<file path="src/rtl/cave_input_pkg.sv">
// Shared types and constants for the Cave player-control front end:
// PS/2 scan codes, the player output struct and joystick bit positions.
package cave_input_pkg;

    localparam logic KEY_EXT = 1'b1;

    localparam logic [7:0] SC_UP    = 8'h75;
    localparam logic [7:0] SC_DOWN  = 8'h72;
    localparam logic [7:0] SC_LEFT  = 8'h6B;
    localparam logic [7:0] SC_RIGHT = 8'h74;
    localparam logic [7:0] SC_CTRL  = 8'h14;
    localparam logic [7:0] SC_ALT   = 8'h11;
    localparam logic [7:0] SC_SPACE = 8'h29;
    localparam logic [7:0] SC_1     = 8'h16;
    localparam logic [7:0] SC_2     = 8'h1E;
    localparam logic [7:0] SC_5     = 8'h2E;
    localparam logic [7:0] SC_6     = 8'h36;
    localparam logic [7:0] SC_9     = 8'h46;
    localparam logic [7:0] SC_0     = 8'h45;
    localparam logic [7:0] SC_R     = 8'h2D;
    localparam logic [7:0] SC_F     = 8'h2B;
    localparam logic [7:0] SC_D     = 8'h23;
    localparam logic [7:0] SC_G     = 8'h34;
    localparam logic [7:0] SC_A     = 8'h1C;
    localparam logic [7:0] SC_S     = 8'h1B;
    localparam logic [7:0] SC_Q     = 8'h15;
    localparam logic [7:0] SC_P     = 8'h4D;

    typedef struct packed {
        logic coin;
        logic start;
        logic b3;
        logic b2;
        logic b1;
        logic right;
        logic left;
        logic down;
        logic up;
    } player_t;

    localparam int JOY_R     = 0;
    localparam int JOY_L     = 1;
    localparam int JOY_D     = 2;
    localparam int JOY_U     = 3;
    localparam int JOY_B1    = 4;
    localparam int JOY_B2    = 5;
    localparam int JOY_B3    = 6;
    localparam int JOY_START = 7;
    localparam int JOY_COIN  = 8;
    localparam int JOY_PAUSE = 9;
    localparam int JOY_SVC   = 10;

endpackage

</file>
<file path="src/rtl/cave_input_ctrl_if.sv">
// Bundle of the host-side inputs (PS/2, joysticks, vsync) and the
// player-control outputs handed on to Main.
interface cave_input_ctrl_if;
    import cave_input_pkg::*;

    logic [10:0] ps2_key;
    logic [10:0] joystick_0;
    logic [10:0] joystick_1;
    logic        vsync;
    player_t     p1_o;
    player_t     p2_o;
    logic [1:0]  service_o;
    logic        pause_o;

    modport master (
        output ps2_key, joystick_0, joystick_1, vsync,
        input  p1_o, p2_o, service_o, pause_o
    );

    modport slave (
        input  ps2_key, joystick_0, joystick_1, vsync,
        output p1_o, p2_o, service_o, pause_o
    );

endinterface

</file>
<file path="src/rtl/cave_pulse_stretch.sv">
// Turns a rising edge of trig into a q pulse lasting COIN_FRAMES rising
// edges of tick; edges arriving while a pulse runs are dropped.
module cave_pulse_stretch #(
    parameter int COIN_FRAMES = 4,
    parameter int COIN_W      = 4
) (
    input  logic clk,
    input  logic rst,
    input  logic trig,
    input  logic tick,
    output logic q
);

    localparam logic [COIN_W-1:0] LOAD = COIN_W'(COIN_FRAMES);

    logic [COIN_W-1:0] cnt_q;
    logic [COIN_W-1:0] cnt_d;
    logic              trig_q;
    logic              tick_q;

    // A load can only happen at zero, so it always takes priority over a tick.
    always_comb begin
        cnt_d = cnt_q;
        if (trig && !trig_q && cnt_q == '0) begin
            cnt_d = LOAD;
        end else if (tick && !tick_q && cnt_q != '0) begin
            cnt_d = cnt_q - 1'b1;
        end
    end

    always_ff @(posedge clk) begin
        if (rst) begin
            cnt_q  <= '0;
            trig_q <= 1'b0;
            tick_q <= 1'b0;
            q      <= 1'b0;
        end else begin
            cnt_q  <= cnt_d;
            trig_q <= trig;
            tick_q <= tick;
            q      <= (cnt_d != '0);
        end
    end

endmodule

</file>
<file path="src/rtl/cave_input_ctrl.sv">
// Player-control front end: PS/2 key state, joystick merge, coin stretch
// and pause toggle, all outputs registered in the clk_sys domain.
module cave_input_ctrl
    import cave_input_pkg::*;
#(
    parameter int COIN_FRAMES = 4,
    parameter int COIN_W      = 4
) (
    input logic               clk,
    input logic               rst,
    cave_input_ctrl_if.slave  bus
);

    logic       tog_q;
    logic       ps2_evt;
    logic       ps2_prs;
    logic       ps2_ext;
    logic [7:0] ps2_code;

    player_t    key1;
    player_t    key2;
    logic [1:0] key_svc;
    logic       key_pause;

    player_t    raw1;
    player_t    raw2;
    logic [1:0] raw_svc;
    logic       raw_pause;

    logic [7:0] p1_q;
    logic [7:0] p2_q;
    logic [1:0] svc_q;
    logic       pause_q;
    logic       pause_prev;
    logic       coin1;
    logic       coin2;

    assign ps2_evt  = bus.ps2_key[10] ^ tog_q;
    assign ps2_prs  = bus.ps2_key[9];
    assign ps2_ext  = bus.ps2_key[8];
    assign ps2_code = bus.ps2_key[7:0];

    // Key register bank: one bit per mapped key, updated on each toggle event
    always_ff @(posedge clk) begin
        if (rst) begin
            tog_q     <= bus.ps2_key[10];
            key1      <= '0;
            key2      <= '0;
            key_svc   <= '0;
            key_pause <= 1'b0;
        end else begin
            tog_q <= bus.ps2_key[10];
            if (ps2_evt) begin
                if (ps2_ext == KEY_EXT) begin
                    case (ps2_code)
                        SC_UP:    key1.up    <= ps2_prs;
                        SC_DOWN:  key1.down  <= ps2_prs;
                        SC_LEFT:  key1.left  <= ps2_prs;
                        SC_RIGHT: key1.right <= ps2_prs;
                        default: ;
                    endcase
                end else begin
                    case (ps2_code)
                        SC_SPACE: key1.b3    <= ps2_prs;
                        SC_1:     key1.start <= ps2_prs;
                        SC_2:     key2.start <= ps2_prs;
                        SC_5:     key1.coin  <= ps2_prs;
                        SC_6:     key2.coin  <= ps2_prs;
                        SC_9:     key_svc[0] <= ps2_prs;
                        SC_0:     key_svc[1] <= ps2_prs;
                        SC_R:     key2.up    <= ps2_prs;
                        SC_F:     key2.down  <= ps2_prs;
                        SC_D:     key2.left  <= ps2_prs;
                        SC_G:     key2.right <= ps2_prs;
                        SC_A:     key2.b1    <= ps2_prs;
                        SC_S:     key2.b2    <= ps2_prs;
                        SC_Q:     key2.b3    <= ps2_prs;
                        SC_P:     key_pause  <= ps2_prs;
                        default: ;
                    endcase
                end
                // Ctrl and Alt exist on both sides of the keyboard.
                case (ps2_code)
                    SC_CTRL: key1.b1 <= ps2_prs;
                    SC_ALT:  key1.b2 <= ps2_prs;
                    default: ;
                endcase
            end
        end
    end

    always_comb begin
        raw1.up    = key1.up    | bus.joystick_0[JOY_U];
        raw1.down  = key1.down  | bus.joystick_0[JOY_D];
        raw1.left  = key1.left  | bus.joystick_0[JOY_L];
        raw1.right = key1.right | bus.joystick_0[JOY_R];
        raw1.b1    = key1.b1    | bus.joystick_0[JOY_B1];
        raw1.b2    = key1.b2    | bus.joystick_0[JOY_B2];
        raw1.b3    = key1.b3    | bus.joystick_0[JOY_B3];
        raw1.start = key1.start | bus.joystick_0[JOY_START];
        raw1.coin  = key1.coin  | bus.joystick_0[JOY_COIN];
        raw2.up    = key2.up    | bus.joystick_1[JOY_U];
        raw2.down  = key2.down  | bus.joystick_1[JOY_D];
        raw2.left  = key2.left  | bus.joystick_1[JOY_L];
        raw2.right = key2.right | bus.joystick_1[JOY_R];
        raw2.b1    = key2.b1    | bus.joystick_1[JOY_B1];
        raw2.b2    = key2.b2    | bus.joystick_1[JOY_B2];
        raw2.b3    = key2.b3    | bus.joystick_1[JOY_B3];
        raw2.start = key2.start | bus.joystick_1[JOY_START];
        raw2.coin  = key2.coin  | bus.joystick_1[JOY_COIN];
        raw_svc    = key_svc | {bus.joystick_1[JOY_SVC], bus.joystick_0[JOY_SVC]};
        raw_pause  = key_pause | bus.joystick_0[JOY_PAUSE] | bus.joystick_1[JOY_PAUSE];
    end

    // Output register stage; pause edges from both players merge before detection
    always_ff @(posedge clk) begin
        if (rst) begin
            p1_q       <= '0;
            p2_q       <= '0;
            svc_q      <= '0;
            pause_q    <= 1'b0;
            pause_prev <= 1'b0;
        end else begin
            p1_q       <= raw1[7:0];
            p2_q       <= raw2[7:0];
            svc_q      <= raw_svc;
            pause_prev <= raw_pause;
            if (raw_pause && !pause_prev) begin
                pause_q <= ~pause_q;
            end
        end
    end

    cave_pulse_stretch #(
        .COIN_FRAMES (COIN_FRAMES),
        .COIN_W      (COIN_W)
    ) u_coin1 (
        .clk  (clk),
        .rst  (rst),
        .trig (raw1.coin),
        .tick (bus.vsync),
        .q    (coin1)
    );

    cave_pulse_stretch #(
        .COIN_FRAMES (COIN_FRAMES),
        .COIN_W      (COIN_W)
    ) u_coin2 (
        .clk  (clk),
        .rst  (rst),
        .trig (raw2.coin),
        .tick (bus.vsync),
        .q    (coin2)
    );

    assign bus.p1_o      = {coin1, p1_q};
    assign bus.p2_o      = {coin2, p2_q};
    assign bus.service_o = svc_q;
    assign bus.pause_o   = pause_q;

endmodule

</file>
<file path="src/flat_wrapper.sv">
// flat-port wrapper written by rule: the top's interface ports become plain ports
module cave_input_ctrl_flat import cave_input_pkg::*;
#(
    parameter int COIN_FRAMES = 4,
    parameter int COIN_W      = 4
)
  (clk, rst, bus_ps2_key, bus_joystick_0, bus_joystick_1, bus_vsync, bus_p1_o, bus_p2_o, bus_service_o, bus_pause_o);
  cave_input_ctrl_if bus_i ();
  input logic clk;
  input logic rst;
  input wire logic [$bits(bus_i.ps2_key)-1:0] bus_ps2_key;
  input wire logic [$bits(bus_i.joystick_0)-1:0] bus_joystick_0;
  input wire logic [$bits(bus_i.joystick_1)-1:0] bus_joystick_1;
  input wire logic [$bits(bus_i.vsync)-1:0] bus_vsync;
  output wire logic [$bits(bus_i.p1_o)-1:0] bus_p1_o;
  output wire logic [$bits(bus_i.p2_o)-1:0] bus_p2_o;
  output wire logic [$bits(bus_i.service_o)-1:0] bus_service_o;
  output wire logic [$bits(bus_i.pause_o)-1:0] bus_pause_o;
  assign bus_i.ps2_key = bus_ps2_key;
  assign bus_i.joystick_0 = bus_joystick_0;
  assign bus_i.joystick_1 = bus_joystick_1;
  assign bus_i.vsync = bus_vsync;
  assign bus_p1_o = bus_i.p1_o;
  assign bus_p2_o = bus_i.p2_o;
  assign bus_service_o = bus_i.service_o;
  assign bus_pause_o = bus_i.pause_o;
  cave_input_ctrl #(.COIN_FRAMES(COIN_FRAMES), .COIN_W(COIN_W)) u_core (.clk(clk), .rst(rst), .bus(bus_i));
endmodule
</file>
<file path="config.mk">
export PLATFORM = sky130hd
export DESIGN_NAME = cave_input_ctrl_flat
export DESIGN_NICKNAME = d
export VERILOG_FILES = /design/src/rtl/cave_input_pkg.sv /design/src/rtl/cave_input_ctrl_if.sv /design/src/rtl/cave_pulse_stretch.sv /design/src/rtl/cave_input_ctrl.sv /design/src/flat_wrapper.sv
export SDC_FILE = /design/constraint.sdc
export NUM_CORES = 1
export LEC_CHECK = 0
export ABC_AREA = 1
export BUFFER_PORTS_ARGS = -buffer_cell sky130_fd_sc_hd__buf_2
export CORE_MARGIN = 2
export CORE_UTILIZATION = 35
export DETAILED_ROUTE_END_ITERATION = 16
export PLACE_DENSITY = 0.6
export SLEW_MARGIN = 10
export SYNTH_ARGS = -nofsm -noshare
export SYNTH_HDL_FRONTEND = slang
export SYNTH_SLANG_ARGS = --single-unit
</file>
<file path="constraint.sdc">
create_clock -name clk -period 3.65 [get_ports clk]
set_input_delay 0.365 -clock clk [delete_from_list [all_inputs] [get_ports clk]]
set_output_delay 0.365 -clock clk [all_outputs]
set_load 0.01 [all_outputs]
</file>
# Yosys cells after proc, flatten, opt, wreduce, memory -nomap -nowiden
# Index checks and enable logic that the tools add are counted.
[totals]
ff_bits = 55
latchBits = 0
mem_bits_rw = 0
rom_bits = 0
input_bits = 36
out_inout_bits = 21
wordCells = 124
memories = 0
[op_classes]
addsub = 2
mul = 0
div = 0
order_cmp = 0
n_eq_ne = 21
shift = 0
muxes = 4
bitwise_logic = 24
n_reduce_logical = 39
[ops]
columns = ["cell", "count"]
rows = [
  ["$reduce_and 3->1", 19],
  ["$eq 8x5->1 const B", 7],
  ["$eq 8x6->1 const B", 7],
  ["$eq 8x7->1 const B", 7],
  ["$or 1x1->1", 20],
  ["$mux 4", 4],
  ["$reduce_bool 4->1", 4],
  ["$logic_and 1x1->1", 8],
  ["$logic_not 4->1", 2],
  ["$sub 4x1->4 const B", 2],
  ["$logic_not 1->1", 4],
  ["$reduce_and 2->1", 2],
  ["$not 1->1", 2],
  ["$or 2x2->2", 1],
  ["$xor 1x1->1", 1],
]

# Longest topological paths before layout
# Gate-level depths: netlist of the first run.
[logic_depth]
depth_word = 6
ltp_mapped = 10
ltp_nobuf = 10

# By module
# Synthesis of the first run repeated with hierarchy kept, for this count alone.
[hier_totals]
hier_cells = 368
hier_area_um2 = 2512.4
[by_module_without_submodules]
columns = ["mod", "instances", "cells_each", "area_each_um2", "seq_area_each_um2"]
rows = [
  ["cave_input_ctrl", 1, 266, 1816.7, 840.8],
  ["cave_pulse_stretch", 2, 51, 347.8, 140.1],
]

# Least setup slack after synthesis of the first run
# Ideal clock, no wire load.
[synth_timing]
path_kind = "flip-flop to flip-flop"
from = "register u_core.u_coin2.cnt_q[0]"
to = "register u_core.u_coin2.q"
setup_time_ns = 0.120
t_arrival_ns = 1.099
t_required_ns = 3.530
path_slack_ns = 2.431
stages_incl_launch_ff = 11
path_buffers = 0
synth_period_minus_slack_ns = 1.219
path_cell_list = "dfxtp_1 inv_1 ha_1 nand2_1 nor2_1 nor2_2 nand2_1 nand2_1 nand2_1 nand2_1 nand3_1"
[synth_via]
elab_chain_cells = 5
word_cells_on_any_way = 8
classes_between = "add/sub (1); mux (2); reduce/logical (5)"
[synth_rtl]
columns = ["element", "line_no", "source"]
rows = [
  ["start: declaration", "cave_pulse_stretch.sv:16", "logic [COIN_W-1:0] cnt_q;"],
  ["start signal: assignment", "cave_pulse_stretch.sv:38", "cnt_q <= cnt_d;"],
  ["parallel branches: the longest is 3 deep, another holds $sub 4x1->4", "--", ""],
  ["$mux 4 *", "cave_pulse_stretch.sv:24", "if (trig && !trig_q && cnt_q == '0) begin"],
  ["$reduce_bool 4->1 *", "cave_pulse_stretch.sv:41", "q <= (cnt_d != '0);"],
  ["end signal: assignment", "cave_pulse_stretch.sv:41", ""],
  ["end: declaration", "cave_pulse_stretch.sv:11", "output logic q"],
]
# Every way passes the cells marked *.
# A chain may end at the register's enable or synchronous reset.

==> results of run 1 <==
[sequential cells by signal, indices dropped and copies added (netlist names), 2 cells and up]
name                  count
u_core.p2_q               8
u_core.bus.service_o      2
u_core.p1_q               8
u_core.key_svc            2
u_core.u_coin2.cnt_q      4
u_core.u_coin1.cnt_q      4
u_core.key2               9
u_core.key1               9
[power breakdown]
part           leakage [nW]  switching, mW  internal [mW]
combinational         0.868          0.164         0.0991
sequential            0.452         0.0196          0.642
clock                0.0470          0.190          0.149
total                  1.37          0.374          0.891
[kinds of logic after synthesis]
family          Yosys count  synth area share
compound gates           32           0.07087
xor+xnor                  1          0.003675
fa+ha+maj                 2           0.01050
buf+inv                  44           0.07454
flops                    55            0.4619
simple gates            203            0.3785
[cells in the final DEF (no fill, tap or decap)]
master	instances
sky130_fd_sc_hd__nor3_2	3
sky130_fd_sc_hd__dfxtp_1	55
sky130_fd_sc_hd__inv_2	5
sky130_fd_sc_hd__o21ai_1	8
sky130_fd_sc_hd__a21oi_1	13
sky130_fd_sc_hd__nor3_1	6
sky130_fd_sc_hd__nor2_4	3
sky130_fd_sc_hd__nand2_4	1
sky130_fd_sc_hd__clkbuf_8	6
sky130_fd_sc_hd__clkinv_1	2
sky130_fd_sc_hd__inv_1	28
sky130_fd_sc_hd__a31oi_1	5
sky130_fd_sc_hd__xnor2_1	1
sky130_fd_sc_hd__nor2_2	8
sky130_fd_sc_hd__o21ai_0	5
sky130_fd_sc_hd__buf_2	56
sky130_fd_sc_hd__ha_1	2
sky130_fd_sc_hd__o21bai_1	1
sky130_fd_sc_hd__nand3_1	32
sky130_fd_sc_hd__nor2_1	85
sky130_fd_sc_hd__nand2_2	4
sky130_fd_sc_hd__nand2_1	56
sky130_fd_sc_hd__nand4_1	4
sky130_fd_sc_hd__nand3b_1	1
sky130_fd_sc_hd__clkinv_2	2
[cell type report]
type	instances	area, sq um
clock buffers	6	82.58
fillers	744	3871
inverters	36	136.4
flip-flops and latches	55	1101
clock inverters	1	5.005
well taps	80	100.1
repair buffers	56	280.3
multi-input cells	238	1105
[how the worst max path moves through the flow]
stage	slack, ns	depth (start not counted)	to
finish	2.08	6	u_core.u_coin2.q
detailed placement	1.70	6	u_core.u_coin2.q
global route	1.81	6	u_core.u_coin2.q
global placement	1.75	6	u_core.u_coin2.q
floorplan	2.43	10	u_core.u_coin2.q
CTS	2.02	6	u_core.u_coin2.q
[routing by layer]
metal | up-vias | GRT usage | part of all wire
li1 | 1175 | - | -
met1 | 961 | 0.1843 | 0.46
met2 | 45 | 0.2434 | 0.47
met3 | 10 | 0.02952 | 0.043
met4 | 0 | 0.05540 | 0.021
met5 | - | 0 | 0
[through the flow]
step / hold slack [ns] / utilization / std cells / worst slack, ns
floorplan: 0.3927 / - / 337 / 2.431
global placement: 0.4435 / 0.4075 / 465 / 1.755
detailed placement: 0.4465 / 0.4075 / 465 / 1.703
CTS: 0.1766 / 0.4206 / 472 / 2.022
global route: 0.1858 / 0.4206 / 472 / 1.812
finish: 0.1842 / 0.4206 / 472 / 2.078
==> results.txt, run 1 <==
The flow ran to the end, and the final reports show no timing, DRC or antenna violations. Die area: 7487 sq um. The tools report the source of the critical timing path as rst.

For the count of inserted antenna diode cells, the log shows 0. Post-CTS timing repair inserted 0 buffers for setup. The initial standard-cell utilization of the core is 0.3567.

The most frequently used cell type in the post-synthesis netlist was sky130_fd_sc_hd__nor2_1. Routability-driven placement finished with a final weighted congestion of 0.8122. For this run, the post-layout net count is 430. After detailed routing, the number of remaining DRC violations is 0. The maximum cell stage delay along the critical path was 0.51 ns. The min-delay analysis places its worst path in the category in2reg. Pin placement for this block handled 57 I/O pins.

The tools report the clock tree buffer depth as 2. Critical path's slowest cell: sky130_fd_sc_hd__inv_1. The accumulated negative setup slack was 0 ns. The share of the yosys chip area belonging to registers came out at 0.4619. The share of the synthesized area in the top cell type was 0.4619.

The number of design-rule violations left by the first detailed-router iteration is 101. The number of instances resized during post-cts repair is 0, and the cell area after technology mapping is 2384 sq um. The total number of placement rows is 30, and the relative area change from synthesis to final layout is 17.90%. The run gives 0 as the total setup violations reported at the end of the flow. The analysis attributes to cell leakage a power of 1.367 nW.

For this design, the CTS-stage hold fixing added 0 buffers. After synthesis the netlist holds a flip-flop and latch count of 55. Detailed placement finished with a half-perimeter wire length of 3840 microns.

The tools report the total grt overflow as 0. Vertical die dimension: 86.53 microns. The tools report the core area as 6681 sq um.

In this run the most critical hold path is launched from bus_ps2_key[10]. During synthesis, Yosys emitted a total of 0 warnings. The post-synthesis async set-or-reset flop share is 0, and the total detailed-routing wirelength is 5078 microns. The count of buffers inserted at the top-level ports is 56.

STA puts the critical path data required time at 3.85 ns. The run gives 1.265 mW as the total power of the final layout. Setup repair after global routing left no endpoint under its margin. The top cell type by total area after synthesis is sky130_fd_sc_hd__dfxtp_1. After detailed placement, the total cell area comes to 2723 sq um.

The critical path contains buffers and inverters numbering 3 combined. The portion of the clock cycle consumed by the worst path in the final layout came out at 0.4306. Number of maximum-capacitance constraint violations: 0.

TritonCTS built the clock tree. In this run the critical register-to-register path is launched from u_core.u_coin2.cnt_q[0]. The fraction of layout instances using a drive strength above 1 works out to 0.2245. For the clock tree skew after final layout, the log shows 0.003036 ns.

The final number of hold-violating endpoints is 0. The signal on the critical path passes through buf_2 -> inv_1 -> nand2_1 -> inv_1 -> nand3_1 -> nand3_1. Averaged over all synthesized cells, the footprint is 7.073 sq um. After clock tree synthesis, the clock-pin slew on the worst setup and hold paths is 0.09 ns. The logs give 375 for the number of nets produced by synthesis and 0.4922 for the worst-case headroom to the max-slew limit.

The type of origin of the critical path is an input pin. Total count of max-transition violations in the final report: 0. The cell at the root of the clock tree was sky130_fd_sc_hd__clkbuf_8.

The number of buffers created by CTS came out at 5. Dividing the detail-routed via count by the number of cells gives 4.642. The run gives 55 as the clock sink count. The critical path is of the in2reg type. The setup check on the worst reg-to-reg path leaves a slack of 2.25 ns.

Among cell families on the critical path, the largest total delay comes from buffers and inverters. STA puts the critical path data arrival time at 1.77 ns. The H-tree generated during clock tree synthesis spans 2 levels. The overall fraction of global-route tracks in use is 0.1454. By area the synthesized netlist is led by sky130_fd_sc_hd__dfxtp_1 46%, sky130_fd_sc_hd__nor2_1 13%, sky130_fd_sc_hd__nand2_1 8.8%. The tools report the number of antenna violations at the first check in global routing as 0. The length in cells of the worst reg-to-reg path was 9. Global-route wire length before repair: 8818 microns. Dividing total power by cell area gives a power density of 450.1 nW/um^2. In the synthesized netlist, the cells that appear most often are 85 x sky130_fd_sc_hd__nor2_1, 56 x sky130_fd_sc_hd__nand2_1, 55 x sky130_fd_sc_hd__dfxtp_1. The worst hold path depth is 1. The endpoint identified for the worst register-to-register timing path is u_core.u_coin2.q. In this run the worst path has a maximum fanout of 28. For this run, the top clock speed supported by timing is 0.6363 GHz.

Among all flip-flop cells after synthesis, the most frequent one is sky130_fd_sc_hd__dfxtp_1. Detailed routing inserted a total of 2191 vias. The later pin in the worst-skew pair is clocked with a latency of 0.30 ns. The number of different library cells used by synthesis comes to 27. With fillers left out, the area of the finished cells amounts to 2810 sq um.

For the pin with the worst max-slew slack, the measured transition is 0.7609 ns. The worst hold path terminates at u_core.tog_q. For this run, the detailed router's first-pass iteration total came to 4. The run gives 29 as the largest net degree at the start of global routing.

The endpoint type of the worst setup path is a flop. The run gives 2064 as the number of global-route vias before repair. Counting flops with a built-in enable in the synthesized netlist gives 0. In this run the remaining antenna-violating nets after routing total 0. The worst path in the final design needs a cycle of 1.572 ns, including I/O delays and setup.

In the final routed layout, each cell accounts on average for 10.76 microns. The die boundary width works out to 86.53 microns. Synthesis handed over a netlist of 337 instances. The maximum VDD drop came out at 0.1802 mV.
Power figures use the tool's default switching activity.
==> inputs of run 2 (changes only) <==
--- a/config.mk
+++ b/config.mk
@@ -10,7 +10,7 @@
 export CORE_MARGIN = 2
 export CORE_UTILIZATION = 35
 export DETAILED_ROUTE_END_ITERATION = 16
-export PLACE_DENSITY = 0.6
+export PLACE_DENSITY = 0.62
 export SLEW_MARGIN = 10
 export SYNTH_ARGS = -nofsm -noshare
 export SYNTH_HDL_FRONTEND = slang
==> constraint.sdc (replaced) <==
create_clock -name clk -period 1.4 [get_ports clk]
set_input_delay 0.14 -clock clk [delete_from_list [all_inputs] [get_ports clk]]
set_output_delay 0.14 -clock clk [all_outputs]
set_load 0.01 [all_outputs]
==> run 2 against run 1 <==
Effect of this change:
- design area rose by 2.0%
- combinational power grew to 2.8 times the previous value
- first-iteration DRC count decreased by 35%
- worst hold slack worse by 0.15 ns
- largest power group unchanged
- largest cell class unchanged
- flip-flop and latch count did not move
- power rose to 2.6 times the previous value
- setup slack got worse by 2.0 ns
- sequential power increased to 2.6 times the previous value
- clock-buffer cell count rose by 1
- utilization is 0.84 points higher
- sequential share of layout area shrank 0.68 points
==> results.txt, run 2 (synthesized netlist as in run 1, its figures left out) <==
The total detailed-routing wirelength was 5210 microns (+2.6%). The boundary pin count came out at 57 (unchanged). The total grt overflow was 0 (unchanged); the register clock-pin slew on the reported worst setup and hold paths was 0.09 ns (about the same). The tools report the footprint of the multi-input gates as 1125 sq um (+1.8%). The run gives 0.3567 (unchanged) as the initial standard-cell utilization of the core. The number of H-tree branching levels is 2 (unchanged). The logic gate share of total power came out at 0.222 (+0.014). For the number of buffers created by CTS, the log shows 5 (unchanged).

The length in cells of the worst reg-to-reg path came out at 10 (+1). Origin of the critical flop-to-flop path: u_core.u_coin2.cnt_q[0]. The logs give 0.7275 (+0.2353) for the worst-case headroom to the max-slew limit and 3.295 mW (+160%) for the total power of the final layout. The most repeated library cell on the critical path is sky130_fd_sc_hd__nand2_1.

The later-pin clock latency in the skew report was 0.30 ns (about the same). The tools report the accumulated negative setup slack as 0 ns (unchanged). The post-detailed-route wirelength per cell was 10.90 microns (+1.3%). The tools report the cell at the root of the clock tree as sky130_fd_sc_hd__clkbuf_8.

Die boundary width: 86.53 microns (unchanged). The critical path's slowest cell is sky130_fd_sc_hd__dfxtp_2. The number of buffers and inverters on the critical path works out to 1 (-2).

The worst hold path depth works out to 3 (+2). The run gives 2.312 mW (+160%) as the internal power of the cells. Clock tree skew after final layout: 0.004521 ns (+0.001484 ns). Total setup violations reported at the end of the flow: 0 (unchanged). Setup repair after global routing could not meet its margin everywhere. Number of nets in the final layout: 435 (+1.2%).

The setup path with the least slack is of type reg2reg. The transition time at the pin with the least slew margin works out to 0.4065 ns (-0.3544 ns). The count of buffers inserted at the top-level ports was 56 (unchanged); the fraction of layout instances using a drive strength above 1 was 0.2513 (+0.02677). The final worst slack is 0.1135 ns (-1.965 ns). The DRC violation count after routing was 0 (unchanged). The kind of cell adding the most delay to the critical path is simple AND/OR/NAND/NOR gates. The most common cell after layout, fill and taps aside was sky130_fd_sc_hd__nor2_1.

The detailed-route vias per instance is 4.655 (+0.28%), and the shortest period the worst path allows is 1.286 ns. The clock tree buffer depth came out at 2 (unchanged). The overall fraction of global-route tracks in use was 0.1449 (-0.0005110); the part of the total power dissipated in sequential elements was 0.524 (about the same). The logs give 0.07817 ns (-1.625 ns) for the setup slack at placement and 0.11 ns (-2.14 ns) for the setup slack of the worst register-to-register path.

Net switching component of the power: 0.9836 mW (+160%). The tools report the total count of max-transition violations in the final report as 0 (unchanged). The layout filler cell count was 711 (-4.4%). Cell leakage power: 1.385 nW (+1.3%). The run gives 3892 microns (+1.4%) as the post-DP HPWL. The number of maximum-capacitance constraint violations is 0 (unchanged), and the post-route antenna net violation count is 0 (unchanged). The run gives 1971 (-4.5%) as the number of global-route vias before repair. The final worst hold slack was 0.03211 ns (-0.1521 ns); the portion of the clock cycle consumed by the worst path in the final layout was 0.9189. The logs give 28 (-3.4%) for the largest net degree at the start of global routing and 0.8052 (-0.86%) for the weighted congestion at the end of routability-driven global placement.

The tools report the number of antenna violations at the first check in global routing as 0 (unchanged). The path class of the tightest hold or removal check is in2reg. The tools report the endpoint of the worst-slack reg-to-reg timing path as u_core.u_coin2.q. The final number of hold-violating endpoints is 0 (unchanged). The clock sink count was 55 (unchanged). The count of inserted antenna diode cells was 0 (unchanged); the placed instance count was 469 (+0.86%).

For the worst endpoint data arrival time, the log shows 1.49 ns (-0.28 ns). Relative area change from synthesis to final layout: 20.26%. For this run, the top clock speed supported by timing is 0.7773 GHz. The tools report the required time of the worst setup path as 1.60 ns (-2.25 ns).

The die area is 7487 sq um (unchanged). STA classifies the critical path endpoint as a flop. TritonCTS built the clock tree. Number of post-CTS setup repair buffers: 0 (unchanged). The vertical die dimension came out at 86.53 microns (unchanged). The total number of placement rows is 30 (unchanged), and the net switching fraction of the power is 0.2985 (+0.002655). The core area was 6681 sq um (unchanged). In this run the most critical hold path is launched from bus_joystick_0[7].

Highest net fanout along the worst path: 4 (-86%). The clock network fraction of design power was 0.254 (-0.015); the global-route wire length before repair was 8742 microns (-0.86%). Leaving out fill and tap cells, the most frequent cells in the layout are 84 x sky130_fd_sc_hd__nor2_1, 56 x sky130_fd_sc_hd__buf_2, 53 x sky130_fd_sc_hd__nand2_1, 53 x sky130_fd_sc_hd__dfxtp_1, 32 x sky130_fd_sc_hd__nand3_1. For the sequential cell area, the log shows 1104 sq um (+0.23%). The critical path goes through inv_2 -> ha_2 -> nand2_2 -> nor2_2 -> nor2_2 -> nand2_1 -> nand2_2 -> nand2_1 -> nand2_1 -> nand3_1. STA classifies the critical path startpoint as a flop. The flow ran to the end, and the final reports show no timing, DRC or antenna violations. The first-pass iteration count of the detailed router is 6 (+2).

The path with the worst hold slack has its endpoint at u_core.p1_q[7]. Maximum VDD drop: 0.3997 mV (+120%). Source of the critical timing path: u_core.u_coin2.cnt_q[0]. The via total after detailed routing came out at 2225 (+1.6%). The tools report the number of design-rule violations left by the first detailed-router iteration as 66 (-35%). The power density over the cells is 1150 nW/um^2 (+160%).

The largest registers in the layout are u_core.key1: 9 flops, u_core.key2: 9 flops. The maximum cell stage delay along the critical path is 0.34 ns (-0.17 ns), and the non-filler instance count after layout is 478 (+1.3%).
==> run 2: changes by cell type in the layout (fill, tap and decap cells not counted), sizes merged <==
| cell | previous run | this run |
|---|---|---|
| buf | 56 | 60 |
| dlygate4sd3 | 0 | 1 |
| clkbuf | 6 | 7 |
==> run 2: worst register-to-register path: cells and delay by family, from the launching register on <==
kind | cells | cell delay [ns]
flops | 1 | 0.34
buf+inv | 1 | 0.05
fa+ha+maj | 1 | 0.18
simple gates | 8 | 0.61
==> run 2: final cells by class <==
type                       count  share of cell area
clock buffer                   7             0.02663
inverter                      36             0.04758
clock inverter                 1            0.001746
multi-input combinational    238              0.3924
timing repair buffer          61              0.1117
sequential                    55              0.3850
tap                           80             0.03492
==> run 2: worst max-delay path by stage <==
stage | depth (start not counted) | endpoint | slack (ns)
after floorplan | 10 | u_core.u_coin2.q | 0.18
after global routing | 10 | u_core.u_coin2.q | -0.03
after global placement | 10 | u_core.u_coin2.q | 0.12
after detailed placement | 10 | u_core.u_coin2.q | 0.08
after CTS | 9 | u_core.u_coin2.q | 0.07
final | 10 | u_core.u_coin2.q | 0.11
==> run 2: power groups by stage <==
stage | Sequential [mW] | Clock [mW] | Combinational (mW)
after floorplan | 1.77 | 0 | 0.508
final | 1.73 | 0.836 | 0.732
after global routing | 1.74 | 0.939 | 0.849
after CTS | 1.72 | 0.885 | 0.702
after detailed placement | 1.76 | 0 | 0.698
after global placement | 1.76 | 0 | 0.687
==> run 2: per-layer routing <==
metal	up-vias	GRT usage	wire length [microns]
met5	-	0	0
met4	0	0.04545	85
met1	977	0.1876	2378
met2	47	0.2420	2504
li1	1194	-	-
met3	7	0.03048	242
==> run 2: timing repair <==
item / in CTS / in global routing
hold buffers: 1 / 0
setup endpoints to repair: 0 / 7
hold endpoints to repair: 1 / 0
gates resized for setup: 0 / 11
==> run 2: stage by stage <==
step	util	area [sq um]
floorplan	-	2384
global placement	0.4120	2753
detailed placement	0.4120	2753
CTS	0.4257	2844
global route	0.4290	2867
finish	0.4290	2867
